`src/rtl/sump_pkg.sv`:
```
// Shared constants for the SUMP command controller: opcodes, FSM states, ID word.
package sump_pkg;

   localparam logic [31:0] IdWordDefault = 32'h31414C53;

   localparam logic [7:0] OpReset   = 8'h00;
   localparam logic [7:0] OpArm     = 8'h01;
   localparam logic [7:0] OpMeta    = 8'h02;
   localparam logic [7:0] OpId      = 8'h04;
   localparam logic [7:0] OpDivider = 8'h80;
   localparam logic [7:0] OpCount   = 8'h81;
   localparam logic [7:0] OpTrigger = 8'hC1;

   typedef enum logic [1:0] {
      StIdle,
      StCollect,
      StExec
   } ctrl_state_e;

endpackage

```
`src/rtl/sump_id_tx.sv`:
```
// Four-byte ID shifter with a valid/ready transmit handshake; abort beats start and consume.
module sump_id_tx
   import sump_pkg::*;
#(
   parameter logic [31:0] ID_WORD = IdWordDefault
) (
   input  logic       clk_i,
   input  logic       rst_ni,
   input  logic       start_i,
   input  logic       abort_i,
   output logic       busy_o,
   output logic [7:0] tx_data_o,
   output logic       tx_valid_o,
   input  logic       tx_ready_i
);

   logic        busy_q, busy_d;
   logic [31:0] shift_q, shift_d;
   logic [1:0]  cnt_q, cnt_d;

   always_ff @(posedge clk_i or negedge rst_ni) begin
      if (!rst_ni) begin
         busy_q  <= 1'b0;
         shift_q <= '0;
         cnt_q   <= '0;
      end else begin
         busy_q  <= busy_d;
         shift_q <= shift_d;
         cnt_q   <= cnt_d;
      end
   end

   // A start while busy is dropped here, so the controller never has to check.
   always_comb begin
      busy_d  = busy_q;
      shift_d = shift_q;
      cnt_d   = cnt_q;
      if (abort_i) begin
         busy_d  = 1'b0;
         shift_d = '0;
         cnt_d   = '0;
      end else if (busy_q) begin
         if (tx_ready_i) begin
            shift_d = {shift_q[23:0], 8'h00};
            cnt_d   = cnt_q + 2'd1;
            if (cnt_q == 2'd3) begin
               busy_d = 1'b0;
            end
         end
      end else if (start_i) begin
         busy_d  = 1'b1;
         shift_d = ID_WORD;
         cnt_d   = '0;
      end
   end

   assign busy_o     = busy_q;
   assign tx_valid_o = busy_q;
   assign tx_data_o  = busy_q ? shift_q[31:24] : 8'h00;

endmodule

```
`src/rtl/sump_cmd_ctrl.sv`:
```
// SUMP 5-byte command decoder with configuration registers and ID reply.
// Optional byte timeout in COLLECT is enabled by defining SUMP_BYTE_TIMEOUT_EN.
module sump_cmd_ctrl
   import sump_pkg::*;
#(
   parameter int unsigned BYTE_TIMEOUT_CYC = 100000,
   parameter logic [31:0] ID_WORD          = IdWordDefault
) (
   input  logic        system_clock,
   input  logic        ext_reset_n,
   input  logic [7:0]  rx_data,
   input  logic        rx_valid,
   output logic [7:0]  tx_data,
   output logic        tx_valid,
   input  logic        tx_ready,
   output logic        cmd_reset,
   output logic        cmd_arm,
   output logic        cmd_meta,
   output logic        cmd_error,
   output logic [23:0] divider,
   output logic [15:0] read_count,
   output logic [15:0] delay_count,
   output logic [7:0]  trig_rise,
   output logic [7:0]  trig_fall
);

   ctrl_state_e state_q, state_d;
   logic [2:0]  byte_cnt_q, byte_cnt_d;
   logic [7:0]  opcode_q, opcode_d;
   logic [23:0] param_q, param_d;

   logic        cmd_reset_q, cmd_reset_d;
   logic        cmd_arm_q, cmd_arm_d;
   logic        cmd_meta_q, cmd_meta_d;
   logic        cmd_error_q, cmd_error_d;
   logic [23:0] divider_q, divider_d;
   logic [15:0] read_count_q, read_count_d;
   logic [15:0] delay_count_q, delay_count_d;
   logic [7:0]  trig_rise_q, trig_rise_d;
   logic [7:0]  trig_fall_q, trig_fall_d;

   logic        frame_done;
   logic [31:0] frame_word;
   logic        timeout_hit;
   logic        id_start;
   logic        id_abort;
   logic        id_busy;

   // Decode happens on the edge that accepts byte 5, so results show during EXEC.
   assign frame_done = (state_q == StCollect) && rx_valid && (byte_cnt_q == 3'd3);
   assign frame_word = {param_q, rx_data};

`ifdef SUMP_BYTE_TIMEOUT_EN
   localparam int unsigned TimeoutW = $clog2(BYTE_TIMEOUT_CYC + 1);

   logic [TimeoutW-1:0] timeout_q, timeout_d;

   assign timeout_hit = (state_q == StCollect) && !rx_valid &&
                        (timeout_q == TimeoutW'(BYTE_TIMEOUT_CYC - 1));

   always_comb begin
      timeout_d = '0;
      if ((state_q == StCollect) && !rx_valid && !timeout_hit) begin
         timeout_d = timeout_q + TimeoutW'(1);
      end
   end

   always_ff @(posedge system_clock or negedge ext_reset_n) begin
      if (!ext_reset_n) begin
         timeout_q <= '0;
      end else begin
         timeout_q <= timeout_d;
      end
   end
`else
   logic unused_timeout_cyc;

   assign unused_timeout_cyc = ^BYTE_TIMEOUT_CYC;
   assign timeout_hit        = 1'b0;
`endif

   always_ff @(posedge system_clock or negedge ext_reset_n) begin
      if (!ext_reset_n) begin
         state_q <= StIdle;
      end else begin
         state_q <= state_d;
      end
   end

   always_comb begin
      state_d = state_q;
      unique case (state_q)
         StIdle: begin
            if (rx_valid) begin
               state_d = StCollect;
            end
         end
         StCollect: begin
            if (rx_valid) begin
               if (byte_cnt_q == 3'd3) begin
                  state_d = StExec;
               end
            end else if (timeout_hit) begin
               state_d = StIdle;
            end
         end
         StExec:  state_d = StIdle;
         default: state_d = StIdle;
      endcase
   end

   // Frame assembly: opcode latched in IDLE, first three params shifted in.
   always_comb begin
      byte_cnt_d = byte_cnt_q;
      opcode_d   = opcode_q;
      param_d    = param_q;
      unique case (state_q)
         StIdle: begin
            byte_cnt_d = 3'd0;
            if (rx_valid) begin
               opcode_d = rx_data;
            end
         end
         StCollect: begin
            if (rx_valid) begin
               byte_cnt_d = byte_cnt_q + 3'd1;
               param_d    = {param_q[15:0], rx_data};
            end else if (timeout_hit) begin
               byte_cnt_d = 3'd0;
            end
         end
         default: byte_cnt_d = 3'd0;
      endcase
   end

   always_comb begin
      cmd_reset_d   = 1'b0;
      cmd_arm_d     = 1'b0;
      cmd_meta_d    = 1'b0;
      cmd_error_d   = 1'b0;
      id_start      = 1'b0;
      id_abort      = 1'b0;
      divider_d     = divider_q;
      read_count_d  = read_count_q;
      delay_count_d = delay_count_q;
      trig_rise_d   = trig_rise_q;
      trig_fall_d   = trig_fall_q;
      if (frame_done) begin
         case (opcode_q)
            OpReset: begin
               cmd_reset_d   = 1'b1;
               id_abort      = 1'b1;
               divider_d     = '0;
               read_count_d  = '0;
               delay_count_d = '0;
               trig_rise_d   = '0;
               trig_fall_d   = '0;
            end
            OpArm:  cmd_arm_d  = 1'b1;
            OpMeta: cmd_meta_d = 1'b1;
            OpId:   id_start   = 1'b1;
            OpDivider: divider_d = frame_word[23:0];
            OpCount: begin
               read_count_d  = frame_word[31:16];
               delay_count_d = frame_word[15:0];
            end
            OpTrigger: begin
               trig_fall_d = frame_word[15:8];
               trig_rise_d = frame_word[7:0];
            end
            default: cmd_error_d = 1'b1;
         endcase
      end
   end

   always_ff @(posedge system_clock or negedge ext_reset_n) begin
      if (!ext_reset_n) begin
         byte_cnt_q    <= '0;
         opcode_q      <= '0;
         param_q       <= '0;
         cmd_reset_q   <= 1'b0;
         cmd_arm_q     <= 1'b0;
         cmd_meta_q    <= 1'b0;
         cmd_error_q   <= 1'b0;
         divider_q     <= '0;
         read_count_q  <= '0;
         delay_count_q <= '0;
         trig_rise_q   <= '0;
         trig_fall_q   <= '0;
      end else begin
         byte_cnt_q    <= byte_cnt_d;
         opcode_q      <= opcode_d;
         param_q       <= param_d;
         cmd_reset_q   <= cmd_reset_d;
         cmd_arm_q     <= cmd_arm_d;
         cmd_meta_q    <= cmd_meta_d;
         cmd_error_q   <= cmd_error_d;
         divider_q     <= divider_d;
         read_count_q  <= read_count_d;
         delay_count_q <= delay_count_d;
         trig_rise_q   <= trig_rise_d;
         trig_fall_q   <= trig_fall_d;
      end
   end

   sump_id_tx #(
      .ID_WORD(ID_WORD)
   ) u_id_tx (
      .clk_i      (system_clock),
      .rst_ni     (ext_reset_n),
      .start_i    (id_start),
      .abort_i    (id_abort),
      .busy_o     (id_busy),
      .tx_data_o  (tx_data),
      .tx_valid_o (tx_valid),
      .tx_ready_i (tx_ready)
   );

   logic unused_id_busy;

   assign unused_id_busy = id_busy;

   assign cmd_reset   = cmd_reset_q;
   assign cmd_arm     = cmd_arm_q;
   assign cmd_meta    = cmd_meta_q;
   assign cmd_error   = cmd_error_q;
   assign divider     = divider_q;
   assign read_count  = read_count_q;
   assign delay_count = delay_count_q;
   assign trig_rise   = trig_rise_q;
   assign trig_fall   = trig_fall_q;

endmodule

```
`config.mk`:
```
export PLATFORM = sky130hd
export DESIGN_NAME = sump_cmd_ctrl
export DESIGN_NICKNAME = d
export VERILOG_FILES = /design/src/rtl/sump_pkg.sv /design/src/rtl/sump_id_tx.sv /design/src/rtl/sump_cmd_ctrl.sv
export SDC_FILE = /design/constraint.sdc
export NUM_CORES = 1
export LEC_CHECK = 0
export ABC_AREA = 0
export CORE_UTILIZATION = 38
export CTS_CLUSTER_SIZE = 16
export DETAILED_ROUTE_END_ITERATION = 10
export PLACE_DENSITY = 0.68
export SYNTH_ARGS = -nofsm -noshare
export SYNTH_HDL_FRONTEND = slang
export SYNTH_SLANG_ARGS = --single-unit
```
`constraint.sdc`:
```
create_clock -name system_clock -period 2.8 [get_ports system_clock]
set_clock_uncertainty 0.05 [all_clocks]
set_input_delay 0.84 -clock system_clock [delete_from_list [all_inputs] [get_ports system_clock]]
set_output_delay 0.84 -clock system_clock [all_outputs]
set_load 0.005 [all_outputs]
```
; ---- Yosys cells after proc, flatten, opt, wreduce, memory -nomap -nowiden
; Index checks and enable logic that the tools add are counted.
[op_classes]
n_mux = 35
n_addsub = 2
eq_ne = 13
n_reduce_logical = 16
[op_table]
columns = op, n
row1 = $mux W32, 4
row2 = $pmux W16 S2, 2
row3 = $pmux W24 S2, 1
row4 = $pmux W8 S2, 2
row5 = $eq A8 B8 Y1 const B, 3
row6 = $mux W1, 15
row7 = $mux W2, 7
row8 = $reduce_and A2 Y1, 6
row9 = $eq A8 B1 Y1 const B, 1
row10 = $eq A8 B2 Y1 const B, 1
row11 = $eq A8 B3 Y1 const B, 1
row12 = $logic_not A8 Y1, 1
row13 = $mux W8, 1
row14 = $reduce_or A7 Y1, 1
row15 = $mux W3, 2
row16 = $reduce_bool A2 Y1, 3
row17 = $ne A2 B2 Y1 const B, 2
row18 = $pmux W2 S2, 1
row19 = $add A3 B1 Y3 const B, 1
row20 = $eq A3 B2 Y1 const B, 1
row21 = $ne A3 B3 Y1 const B, 1
row22 = $reduce_and A3 Y1, 1
row23 = $reduce_bool A3 Y1, 1
row24 = $add A2 B1 Y2 const B, 1
row25 = 5 further kinds, 6
[totals]
out_inout_bits = 85
reg_bits = 148
wordCells = 82
inputBits = 12

; ---- Depth between registers and ports, before layout
[depth]
ltp_word = 7
depth_mapped = 9
ltp_nobuf = 6

; ---- Modules after synthesis
; A second synthesis with hierarchy kept.
[unflattened]
hier_cells = 425
hier_area_um2 = 5280.1
[modules_own_cells]
columns = mod, seq_area_each_um2, cells_each, n_inst, area_per_inst_um2
row1 = sump_cmd_ctrl, 2827.7, 355, 1, 4529.3
row2 = sump_id_tx, 325.3, 70, 1, 750.7

; ---- Worst setup path after synthesis
; Ideal clock, no wire load.
[synth_timing]
path_type = input to register
start = input rx_valid
end = register divider_q[19] (netlist: divider[19])
arrival_time_ns = 2.429
path_buffers = 4
cell_stages = 8
required_ns = 2.629
slack_ns = 0.200
setup_ns = 0.121
path_cell_list = buf_4 -> nand3b_2 -> or2_1 -> buf_6 -> or4_4 -> buf_6 -> buf_6 -> a22o_1
[synth_via]
elab_chain_cells = 3
[synth_lines]
columns = element, line_no
row1 = "start, declared", sump_cmd_ctrl.sv:12  ; input logic rx_valid,
row2 = $logic_and A1 B1 Y1 (2 in series), sump_cmd_ctrl.sv:50  ; assign frame_done = (state_q == StCollect) && rx_valid && (byte_cnt_q == 3'd3);
row3 = $reduce_and A2 Y1 (no source line), n/a
row4 = "end signal, assigned", sump_cmd_ctrl.sv:198  ; divider_q <= divider_d;
row5 = "end, declared", sump_cmd_ctrl.sv:36  ; logic [23:0] divider_q, divider_d;
; No other way between the ends.
; A chain may end at the register's enable or synchronous reset.

; ---- Worst setup path after layout
[layout_timing]
start = register u_id_tx.busy_q (netlist: u_id_tx.busy_o)
end = output tx_data[3]
[layout_via]
elab_chain_cells = 1
[layout_lines]
columns = element, line_no
row1 = "start, declared", sump_id_tx.sv:17  ; logic busy_q, busy_d;
row2 = "start signal, assigned", sump_id_tx.sv:27  ; busy_q <= busy_d;
row3 = $mux W8, sump_id_tx.sv:59  ; assign tx_data_o = busy_q ? shift_q[31:24] : 8'h00;
row4 = "end, declared", sump_cmd_ctrl.sv:13  ; output logic [7:0] tx_data,
; No other way between the ends.

==> flow_summary.toml <==
[synth]
synthSimpleGateAreaFrac_pct = 8.06
synth_compound_area_share_pct = 14.9
synth_top_family_by_area = "compound AO/OA/AOI/OAI gates"
synth_xor_area_share_pct = 0.176
synth_area_leader_cell = "dfrtp_1"
ys.flop_type = "dfrtp_1"
yosysWarnings = 0
synth_edf_count = 0
synth.ff_latch_count = 126
syn-cell-area_mm2 = 0.00497
synthCells = 372
seq_area_frac_synth_pct = 63.5
synth_area_leaders = "dfrtp_1, a22o_1, mux2_2"
syn_nets = 387
syn-mean-instance-area_um2 = 13.4
synth_fa_ha_area_share_pct = 0.957
async_flop_share_pct = 100
muxShareOfSynthArea_pct = 8.36
ys_types = 41
synthDominantCellAreaShare_pct = 63.5

[finish]
nets = 489
final_common_cell = "dfrtp_1"
area_delta_synth_final_pct = 36.0
drive_gt1_share_pct = 17.9
mostFrequentLayoutCells = "dfrtp_1, clkdlybuf4s50_1, a22o_1, mux2_2, clkbuf_16"
n_antenna_cell = 0

[hold_path]
hp-class = "input port to asynchronous set/reset pin"

[drt]
dr_total_vias = 3459
post_drt_wl_per_cell_um = 18.7
drt-initial-drc-count = 241
drt-vias-per-instance = 5.25
drc_errors = 0
drt_pass1_iterations = 5
wirelength_mm = 12.3
ant_nets = 0

[sta]
min_period_ps = 2640
period_share_pct = 94.4
max_slew_margin_pct = 65.6
setup_viol = 0
whs_ps = 287
rsz0062_at_grt = "no"
fmax_mhz = 378
slew_violations = 0
fin_setup_tns_ps = 0
worstMarginPinSlew_ps = 515
hold_viol = 0

[clock_network]
clockRootBuffer = "clkbuf_16"
cts_buffers = 17
path_clk_slew_ps = 60
cts_max_level = 4
cts_sinks = 126
cts_tree = "done"
cts_resized = 0
postCtsSetupBuffers = 0
clk_path_buf_depth = 2
worstSkewPairLatency_ps = 420
cts_hold_buf = 0

[power]
irDropWorstVdd_uv = 492
p_int_w = 0.00416
power.leakage_nw = 3.09
swShare_pct = 30.1
seqPwrFrac_pct = 44.6
combPwrFrac_pct = 18.1
p_clk_share_pct = 37.3
p_sw_w = 0.00179
power-per-cell-area_mw_per_mm2 = 882

[critical_path]
cp-start-kind = "flip-flop"
crit_cells = 2
crit_end = "tx_data[3]"
r2r_start = "byte_cnt_q[0]"
path_cells = "and2_1 > clkdlybuf4s50_1"
arrival_ps = 1750
slowest_stage = "dfrtp_1"
reg2reg_to = "divider[16]"
critPathRequiredTime_ps = 1910
cp.buffers_inverters = 1
worstRegToRegCells = 6
critPathTopFamily = "flip-flops"
cp-startpoint = "u_id_tx.busy_o"
cp-end-kind = "primary output"
critical_path.max_stage_delay_ps = 620
r2r_setup_slack_ps = 400
crit_type = "flip-flop to primary output"
crit_fanout = 18

[floorplanning]
ioPinCount = 97
core_mm2 = 0.0127
rows = 41
die_w_um = 116
die_area_mm2 = 0.0135
die_h_um = 116
start_util_pct = 39.2

[flow_run]
cap_viol_max_count = 0

[global_routing]
antenna_found_initial = 0
grt.overflow.total = 0
grt_util_all_layers_pct = 19.8
grt_pass1_vias = 3528
grt_pass1_wl_mm = 19.6
grt_max_degree = 72

[placement]
port_buffers = 95
place_congestion = 0.768
dp.final_hpwl_mm = 7.98

[run_status]
status = "complete, no violations"
[routing by layer]
metal  share of wire [%]  global-route usage [%]  up-vias
li1                    -                       -     1566
met1                  45                    27.8     1790
met2                  48                    29.3       96
met3                 6.2                    6.18        7
met4                0.88                    5.90        0
met5                   0                       0        -
[cells by family after synthesis]
family / count (synthesis)
fa+ha+maj: 4
xor+xnor: 1
mux: 38
compound gates: 95
simple gates: 67
other cells: 1
flops: 126
buf+inv: 40
[cell type report]
cell class                      count  area, µm²
Clock buffer                       17        425
Clock inverter                     15        171
Fill cell                        1092       5920
Inverter                           12       45.0
Multi-Input combinational cell    206       1630
Sequential cell                   126       3150
Tap cell                          172        215
Timing Repair Buffer              111       1120
[worst register-to-register path: cells and delay by family, from the launching register on]
| family | cells | cell delay [ps] |
|---|---|---|
| AO/OA/AOI/OAI | 1 | 330 |
| adder cells (fa/ha/maj) | 2 | 390 |
| flip-flops | 1 | 370 |
| AND/OR/NAND/NOR | 3 | 1150 |
[synthesized netlist by cell type (all sizes together), types with 6 or more instances]
cell      n
a21oi    12
a22o     64
and2      6
buf      16
clkbuf   12
dfrtp   126
inv      12
mux2     28
mux2i    10
nand2    13
nand3    10
nor2     11
nor3      6
o21ai     8
[how the worst min path moves through the flow]
stage	startpoint	end	slack [ps]	cells after the start
after global placement	param_q[16]	read_count[8]	430	1
after floorplan	param_q[18]	read_count[10]	420	1
after CTS	ext_reset_n	u_id_tx.shift_q[29]	300	1
final	ext_reset_n	u_id_tx.shift_q[29]	290	1
after detailed placement	param_q[17]	read_count[9]	430	1
after global routing	ext_reset_n	u_id_tx.shift_q[14]	300	1
[power by group through the flow]
| stage | clock (W) | sequential [W] | combinational [W] |
|---|---|---|---|
| 2_1_floorplan | 0 | 0.00249 | 0.000720 |
| 3_3_place_gp | 0 | 0.00266 | 0.00103 |
| 3_5_place_dp | 0 | 0.00268 | 0.00108 |
| 4_1_cts | 0.00225 | 0.00266 | 0.00109 |
| 5_1_grt | 0.00235 | 0.00272 | 0.00119 |
| 6_report | 0.00222 | 0.00266 | 0.00108 |
[flip-flops by register name, summed over array words and instances, names as in the netlist]
signal and cells:
divider 24, param_q 24, delay_count 16, read_count 16
u_id_tx.shift_q 10, opcode_q 8, trig_fall 8, trig_rise 8
byte_cnt_q 3, state_q 2, u_id_tx.cnt_q 2, cmd_arm 1
cmd_error 1, cmd_meta 1, cmd_reset 1, u_id_tx.busy_o 1
[through the flow]
step | area (µm²) | setup slack, ps | util, % | power (W) | instances
final | 6760 | 156 | 53.3 | 0.00595 | 659
after global routing | 6760 | 49.1 | 53.3 | 0.00625 | 659
after CTS | 6760 | 128 | 53.3 | 0.00600 | 659
after detailed placement | 6160 | -70.8 | 48.6 | 0.00375 | 627
after global placement | 6160 | -39.1 | 48.6 | 0.00369 | 627
after floorplan | 4970 | 200 | - | 0.00321 | 372
Power figures use the tool's default switching activity.
